==> config.mk <==
export PLATFORM = sky130hd
export DESIGN_NAME = alu_arbiter
export DESIGN_NICKNAME = d
export VERILOG_FILES = /design/src/rtl/alu_arbiter.sv
export SDC_FILE = /design/constraint.sdc
export NUM_CORES = 1
export LEC_CHECK = 0
export CAP_MARGIN = 15
export CORE_AREA = 2 2 165 167
export DETAILED_ROUTE_END_ITERATION = 7
export DIE_AREA = 0 0 167 169
export PLACE_DENSITY_LB_ADDON = 0.3
export SLEW_MARGIN = 15
export SYNTH_ARGS = -nofsm -noshare
export SYNTH_HDL_FRONTEND = slang
export SYNTH_SLANG_ARGS = --single-unit
==> constraint.sdc <==
create_clock -name CLK -period 3 [get_ports CLK]
set_clock_uncertainty 0.15 [all_clocks]
set_input_delay 0.6 -clock CLK [delete_from_list [all_inputs] [get_ports CLK]]
set_output_delay 0.6 -clock CLK [all_outputs]
set_load 0.005 [all_outputs]
==> src/rtl/alu_arbiter.sv <==
// alu_arbiter: shares one combinational ALU among NUM_REQ requesters.
// A requester wins arbitration in IDLE, its operands are registered onto the
// ALU inputs, the ALU result is captured one cycle later, and the result is
// returned to the winner over a valid/ready handshake.
//
// Build option: define ALU_ARBITER_FIXED_PRIO_EN for fixed-priority
// arbitration (lowest requesting index wins, no rotating pointer). The default
// build (macro undefined) uses round-robin arbitration.

module alu_arbiter #(
    parameter int NUM_REQ = 4,
    localparam int IDW = $clog2(NUM_REQ)
) (
    input  logic                  CLK,
    input  logic                  RST,
    input  logic [NUM_REQ-1:0]    req_valid,
    output logic [NUM_REQ-1:0]    req_ready,
    input  logic [4*NUM_REQ-1:0]  req_op,
    input  logic [32*NUM_REQ-1:0] req_a,
    input  logic [32*NUM_REQ-1:0] req_b,
    output logic [NUM_REQ-1:0]    rsp_valid,
    input  logic [NUM_REQ-1:0]    rsp_ready,
    output logic [31:0]           rsp_data,
    output logic [3:0]            alu_op,
    output logic [31:0]           alu_a,
    output logic [31:0]           alu_b,
    input  logic [31:0]           alu_out,
    output logic [IDW-1:0]        grant_id,
    output logic                  busy
);

    typedef enum logic [1:0] {
        IDLE = 2'd0,
        EXEC = 2'd1,
        RESP = 2'd2
    } state_t;

    state_t         state;
    logic           any_valid;
    logic [IDW-1:0] winner;
    logic           accept;
    logic [3:0]     sel_op;
    logic [31:0]    sel_a;
    logic [31:0]    sel_b;
    logic           rsp_go;

`ifdef ALU_ARBITER_FIXED_PRIO_EN

    // Fixed priority: scan from the top down so the lowest requesting index is the last (and final) winner.
    always_comb begin
        any_valid = 1'b0;
        winner    = '0;
        for (int i = NUM_REQ - 1; i >= 0; i--) begin
            if (req_valid[i]) begin
                any_valid = 1'b1;
                winner    = IDW'(i);
            end
        end
    end

`else

    logic [IDW-1:0] ptr;
    logic [IDW-1:0] ptr_next;
    logic [IDW:0]   scan_sum;
    logic [IDW-1:0] scan_idx;

    // Round-robin: visit ptr, ptr+1, ... modulo NUM_REQ and take the first requester found.
    always_comb begin
        any_valid = 1'b0;
        winner    = '0;
        scan_sum  = '0;
        scan_idx  = '0;
        for (int k = 0; k < NUM_REQ; k++) begin
            scan_sum = {1'b0, ptr} + (IDW+1)'(k);
            if (scan_sum >= (IDW+1)'(NUM_REQ)) begin
                scan_sum = scan_sum - (IDW+1)'(NUM_REQ);
            end
            scan_idx = scan_sum[IDW-1:0];
            if (!any_valid && req_valid[scan_idx]) begin
                any_valid = 1'b1;
                winner    = scan_idx;
            end
        end
    end

    // The index after the winner gets top priority next time, wrapping at NUM_REQ-1.
    always_comb begin
        if (winner == IDW'(NUM_REQ - 1)) begin
            ptr_next = '0;
        end else begin
            ptr_next = winner + IDW'(1);
        end
    end

`endif

    // Reset wins over every handshake, so no request is acknowledged while RST is high.
    assign accept = (state == IDLE) && any_valid && !RST;

    // Route the winner's opcode and operands toward the operand registers.
    always_comb begin
        sel_op = '0;
        sel_a  = '0;
        sel_b  = '0;
        for (int i = 0; i < NUM_REQ; i++) begin
            if (winner == IDW'(i)) begin
                sel_op = req_op[i*4 +: 4];
                sel_a  = req_a[i*32 +: 32];
                sel_b  = req_b[i*32 +: 32];
            end
        end
    end

    // Acknowledge only the winner, and only in IDLE.
    always_comb begin
        req_ready = '0;
        for (int i = 0; i < NUM_REQ; i++) begin
            req_ready[i] = accept && (winner == IDW'(i));
        end
    end

    // Present the result only to the current owner; ready from any other index is ignored.
    always_comb begin
        rsp_valid = '0;
        rsp_go    = 1'b0;
        for (int i = 0; i < NUM_REQ; i++) begin
            if (grant_id == IDW'(i)) begin
                rsp_valid[i] = (state == RESP) && !RST;
                rsp_go       = rsp_ready[i];
            end
        end
    end

    assign busy = (state != IDLE);

    // Arbiter FSM; the ALU inputs, grant id and result are all registered here so nothing on req_* reaches alu_* combinationally.
    always_ff @(posedge CLK) begin
        if (RST) begin
            state    <= IDLE;
            grant_id <= '0;
            alu_op   <= '0;
            alu_a    <= '0;
            alu_b    <= '0;
            rsp_data <= '0;
`ifndef ALU_ARBITER_FIXED_PRIO_EN
            ptr      <= '0;
`endif
        end else begin
            case (state)
                IDLE: begin
                    if (any_valid) begin
                        alu_op   <= sel_op;
                        alu_a    <= sel_a;
                        alu_b    <= sel_b;
                        grant_id <= winner;
`ifndef ALU_ARBITER_FIXED_PRIO_EN
                        ptr      <= ptr_next;
`endif
                        state    <= EXEC;
                    end
                end
                EXEC: begin
                    rsp_data <= alu_out;
                    state    <= RESP;
                end
                RESP: begin
                    if (rsp_go) begin
                        state <= IDLE;
                    end
                end
                default: begin
                    state <= IDLE;
                end
            endcase
        end
    end

endmodule

Word-level counts from Yosys, hierarchy flattened
Index checks and enable logic that the tools add are counted.
- bits in registers: 106
- bits of input ports: 314
- output and inout port bits: 111
- logic and storage cells: 97
- add/sub/neg operators: 8
- order comparisons: 8
- eq/ne operators: 10
- mux-type cells: 44
- reductions and logical operators: 20
- operators with widths (kind ; number):
    32-bit 2-to-1 mux ; 8
    2-bit 2-to-1 mux ; 11
    1-bit 2-to-1 mux ; 16
    4-bit 2-to-1 mux ; 4
    2-bit by 3-bit less-than comparator with 1-bit output (second input constant) ; 4
    2-bit equality test (second input constant) ; 5
    1-bit logical AND ; 10
    3-bit >= comparator (second input constant) ; 3
    1-bit binary-select mux with 2-bit select ; 4
    2-bit by 1-bit subtractor with 2-bit output (second input constant) ; 4
    2-bit by 2-bit adder with 3-bit output (second input constant) ; 2
    2-bit by 1-bit equality test with 1-bit output (second input constant) ; 3
    2-bit logical NOT ; 3
    2-bit case mux with 3 select lines ; 1
    1-bit logical NOT ; 4
    2-bit inequality test (second input constant) ; 2
    2-bit AND reduction ; 2
    2-bit by 1-bit adder with 3-bit output (second input constant) ; 1
    2-bit by 3-bit >= comparator with 1-bit output (second input constant) ; 1
    2-bit by 1-bit adder with 2-bit output (second input constant) ; 1
    2-bit nonzero test ; 1

Depth between registers and ports, before layout
- depth in word-level cells: 19
- depth in mapped cells: 12
- mapped depth without buffers: 9

Least setup slack after synthesis
Ideal clock, no wire load.
- path kind: input to output
- from: input req_valid[0]
- to: output req_ready[3]
- arrival time: 2.133 ns
- required time: 2.250 ns
- path slack: 0.117 ns
- cell stages on the path: 7
- buffers on the path: 2
- cells stage by stage: nor2b_1 > o31ai_1 > and2_1 > ha_1 > clkbuf_1 > clkbuf_1 > and3_1
- elaborated cells between the ends (all ways): 26
- classes of those cells: eq/ne: 1; mux: 16; reduce/logical: 9
- RTL lines (item ; line ; text):
    from (decl) ; 16 ; input logic [NUM_REQ-1:0] req_valid,
    1-bit binary-select mux with 2-bit select ; 80 ; if (!any_valid && req_valid[scan_idx]) begin
    1-bit 2-to-1 mux (not written as such) ; 80 ;
    1-bit 2-to-1 mux ; 80 ;
    1-bit logical NOT ; 80 ;
    1-bit logical AND ; 80 ;
    1-bit 2-to-1 mux ; 80 ;
    1-bit logical NOT ; 80 ;
    1-bit logical AND ; 80 ;
    1-bit 2-to-1 mux ; 80 ;
    1-bit logical NOT ; 80 ;
    1-bit logical AND ; 80 ;
    2-bit 2-to-1 mux (*) ; 80 ;
    net winner[0] ; 40 ; logic [IDW-1:0] winner;
    2-bit equality test (*) ; 119 ; req_ready[i] = accept && (winner == IDW'(i));
    1-bit logical AND (*) ; 119 ;
    to (decl) ; 17 ; output logic [NUM_REQ-1:0] req_ready,
The timed path passes the listed nets; every way through them passes the cells marked *. The select of a mux whose other input is x is not followed.

Worst setup path in the final report
Ends and elaborated chain as after synthesis.

==> impl_results.md <==
- Fin crit share: 0.967
- Post-synthesis sequential area ratio: 0.342
- Largest family of logic cells by synthesized area: compound AO/OA/AOI/OAI gates
- Initial antenna violation count: 0
- Placement Rows: 60
- TNS Setup: 0 ns
- Share of cells above drive strength 1: 0.0860
- Final wirelength: 27.6 mm
- Final nets: 1523
- Setup crit end kind: primary output
- Slew Limit Fails: 0
- GP Congestion: 0.884
- Syn Area/Cell: 7.60 µm²
- Synth unique cells: 32
- Adder-Cell Fraction of Synth Area: 0.00807
- Mapped Area: 0.00620 mm²
- Final hold viol count: 0
- Mapped Nets: 1134
- Worst setup SP type: primary input
- Worst EP required: 2.25 ns
- Vias in the first global route: 7513
- Die width: 167 µm
- RSZ-0062 raised after global routing: false
- Area Overhead vs Synth: 82.3%
- Worst Path Arrival: 2.15 ns
- Port Buffers: 424
- Critical path class: in2out
- GR Util All Layers: 0.187
- Synthesized instance count: 816
- Commonest non-fill, non-tap cell in the layout: clkdlybuf4s50_1
- Pre-antenna DRT Iters: 4
- Final cell count without fillers: 1551
- Starting Density: 0.234
- Post-route DRC violation count: 0
- Slew @ Worst Pin: 0.758 ns
- Die ar.: 0.0282 mm²
- IO Pins: 425
- Htree depth: 3
- Crit Path Max Fanout: 4
- Post-CTS Hold Buffers: 0
- Largest net degree at the start of global routing: 67
- # diodes: 0
- Synth Area in Simple Gates: 0.240
- Initial DRC Count: 348
- Vias: 7546
- Minimum clock period after layout: 2.90 ns
- Vias per inst: 4.87
- Core Area: 0.0265 mm²
- Cell area after layout: 0.0113 mm²
- First-pass GRT wire length: 41.7 mm
- Setup Viol. Count Final: 0
- Most frequent cells in the layout: clkdlybuf4s50_1 (415), dfxtp_1 (106), a21oi_1 (103)
- Dpl hpwl: 20.3 mm
- Post-DR wirelength/cell: 17.8 µm
- CTS tree: done
- Hold WC Path Type: reg2reg
- Max Root-Sink Buffers: 2
- Yosys warnings: 0
- Mux contribution to synthesized area: 0.00363
- Pleak: 4.19 nW
- CTS buffer count: 9
- Slew headroom: 0.494
- Post-DP Area: 0.0109 mm²
- Max-capacitance violation count: 0
- Status: completed
- Die height: 169 µm
- Clock root cell: clkbuf_16
- Max IR drop VDD: 365 µV
- Synth Area in XOR/XNOR: 0
- Worst-skew pair later-pin latency: 0.35 ns
- TritonCTS Sinks: 106
- Compound-cell area share of the yosys netlist: 0.293
- DRT antenna net count: 0
- Max frequency: 345 MHz
- GR Overflow Total: 0
- PwrDens: 558 mW/mm²
- Seq cells post-synth: 106
- Inst Count DP: 1533
- Clock transition at path regs: 0.08 ns
==> per-layer routing <==
metal  GRT usage  routed length (µm)  vias up
met1       0.221               11500     3499
met3      0.0472                1890       45
met4      0.0723                 933        0
met5           0                   0        -
met2       0.326               13400      297
li1            -                   -     3705
==> through the flow <==
| stage | power (W) | hold WS [ns] | worst slack (ns) | util |
|---|---|---|---|---|
| floorplan | 0.00350 | 0.303 | 0.117 | - |
| global placement | 0.00501 | 0.292 | -0.664 | 0.412 |
| detailed placement | 0.00503 | 0.295 | -0.705 | 0.412 |
| CTS | 0.00637 | 0.309 | 0.0792 | 0.425 |
| global route | 0.00675 | 0.333 | 0.00260 | 0.427 |
| finish | 0.00631 | 0.306 | 0.100 | 0.427 |
==> kinds of logic after synthesis <==
group                      count (synthesis)
adders and majority gates                  4
buffers and inverters                    161
DFF                                      106
AOI/OAI and AO/OA                        252
and+or+nand+nor                          292
muxes                                      1
==> cell usage after synthesis <==
| master | count | share of area |
|---|---|---|
| ha_1 | 4 | 0.0081 |
| a211oi_2 | 20 | 0.040 |
| buf_2 | 33 | 0.027 |
| o21ai_0 | 2 | 0.0016 |
| a21o_1 | 2 | 0.0024 |
| nor4_1 | 1 | 0.0010 |
| mux4_2 | 1 | 0.0036 |
| nor2_1 | 73 | 0.044 |
| a32o_1 | 1 | 0.0016 |
| a211oi_1 | 49 | 0.059 |
| o31ai_1 | 2 | 0.0024 |
| or2_4 | 1 | 0.0014 |
| nand2b_1 | 1 | 0.0010 |
| nor3b_1 | 1 | 0.0012 |
| o311ai_0 | 1 | 0.0014 |
| nor3_1 | 68 | 0.055 |
| and3_1 | 4 | 0.0040 |
| a21oi_1 | 104 | 0.084 |
| inv_1 | 72 | 0.044 |
| nor2b_1 | 2 | 0.0020 |
| a221oi_1 | 68 | 0.096 |
| nand2_1 | 68 | 0.041 |
| and2_1 | 1 | 0.0010 |
| buf_6 | 7 | 0.013 |
| nor4b_1 | 1 | 0.0014 |
| nor3_2 | 1 | 0.0016 |
| o22ai_1 | 2 | 0.0020 |
| clkbuf_1 | 47 | 0.028 |
| nand3b_1 | 70 | 0.085 |
| buf_4 | 2 | 0.0024 |
| o221ai_1 | 1 | 0.0014 |
| dfxtp_1 | 106 | 0.34 |
==> flip-flops by register name, summed over array words and instances (netlist names) <==
register / flops
alu_op: 4
alu_a: 32
alu_b: 32
ptr: 2
state: 2
grant_id: 2
rsp_data: 32
==> cell type report <==
cell class	instances	area [µm²]
Inverter	72	270
Clock buffer	9	225
Clock inverter	7	88.8
Timing Repair Buffer	467	4670
Tap cell	341	427
Sequential cell	106	2120
Multi-Input combinational cell	549	3500
Fill cell	2727	15200
==> critical path, cell delays in order <==
cell and delay [ns]:
clkdlybuf4s15_1 0.24, nor2b_4 0.17, o31ai_4 0.33, and2_4 0.21, buf_4 0.11, ha_4 0.12, and3_1 0.14, clkdlybuf4s15_2 0.22
==> where the power goes <==
group          switching (W)  internal, W
clock network       0.000679     0.000606
registers           0.000160      0.00167
logic                0.00148      0.00172
==> repair_timing <==
| action | in CTS | in global routing |
|---|---|---|
| gates resized for setup | 24 | 7 |
| setup endpoints to repair | 70 | 11 |
| pin swaps | 4 | 2 |
| buffers inserted | 2 | 0 |
==> worst paths after layout <==
path	start	cells after the start	to	slack, ns
setup / recovery	req_valid[0]	8	req_ready[3]	0.10
hold / removal	rsp_data[7]$_SDFFE_PP0N_	2	rsp_data[7]$_SDFFE_PP0N_	0.31
setup reg to reg	ptr[0]$_SDFFE_PP0N_	11	alu_a[19]$_SDFFE_PP0N_	0.19
hold reg to reg	rsp_data[7]$_SDFFE_PP0N_	2	rsp_data[7]$_SDFFE_PP0N_	0.31
No activity file was read; power rests on OpenSTA's default activity.
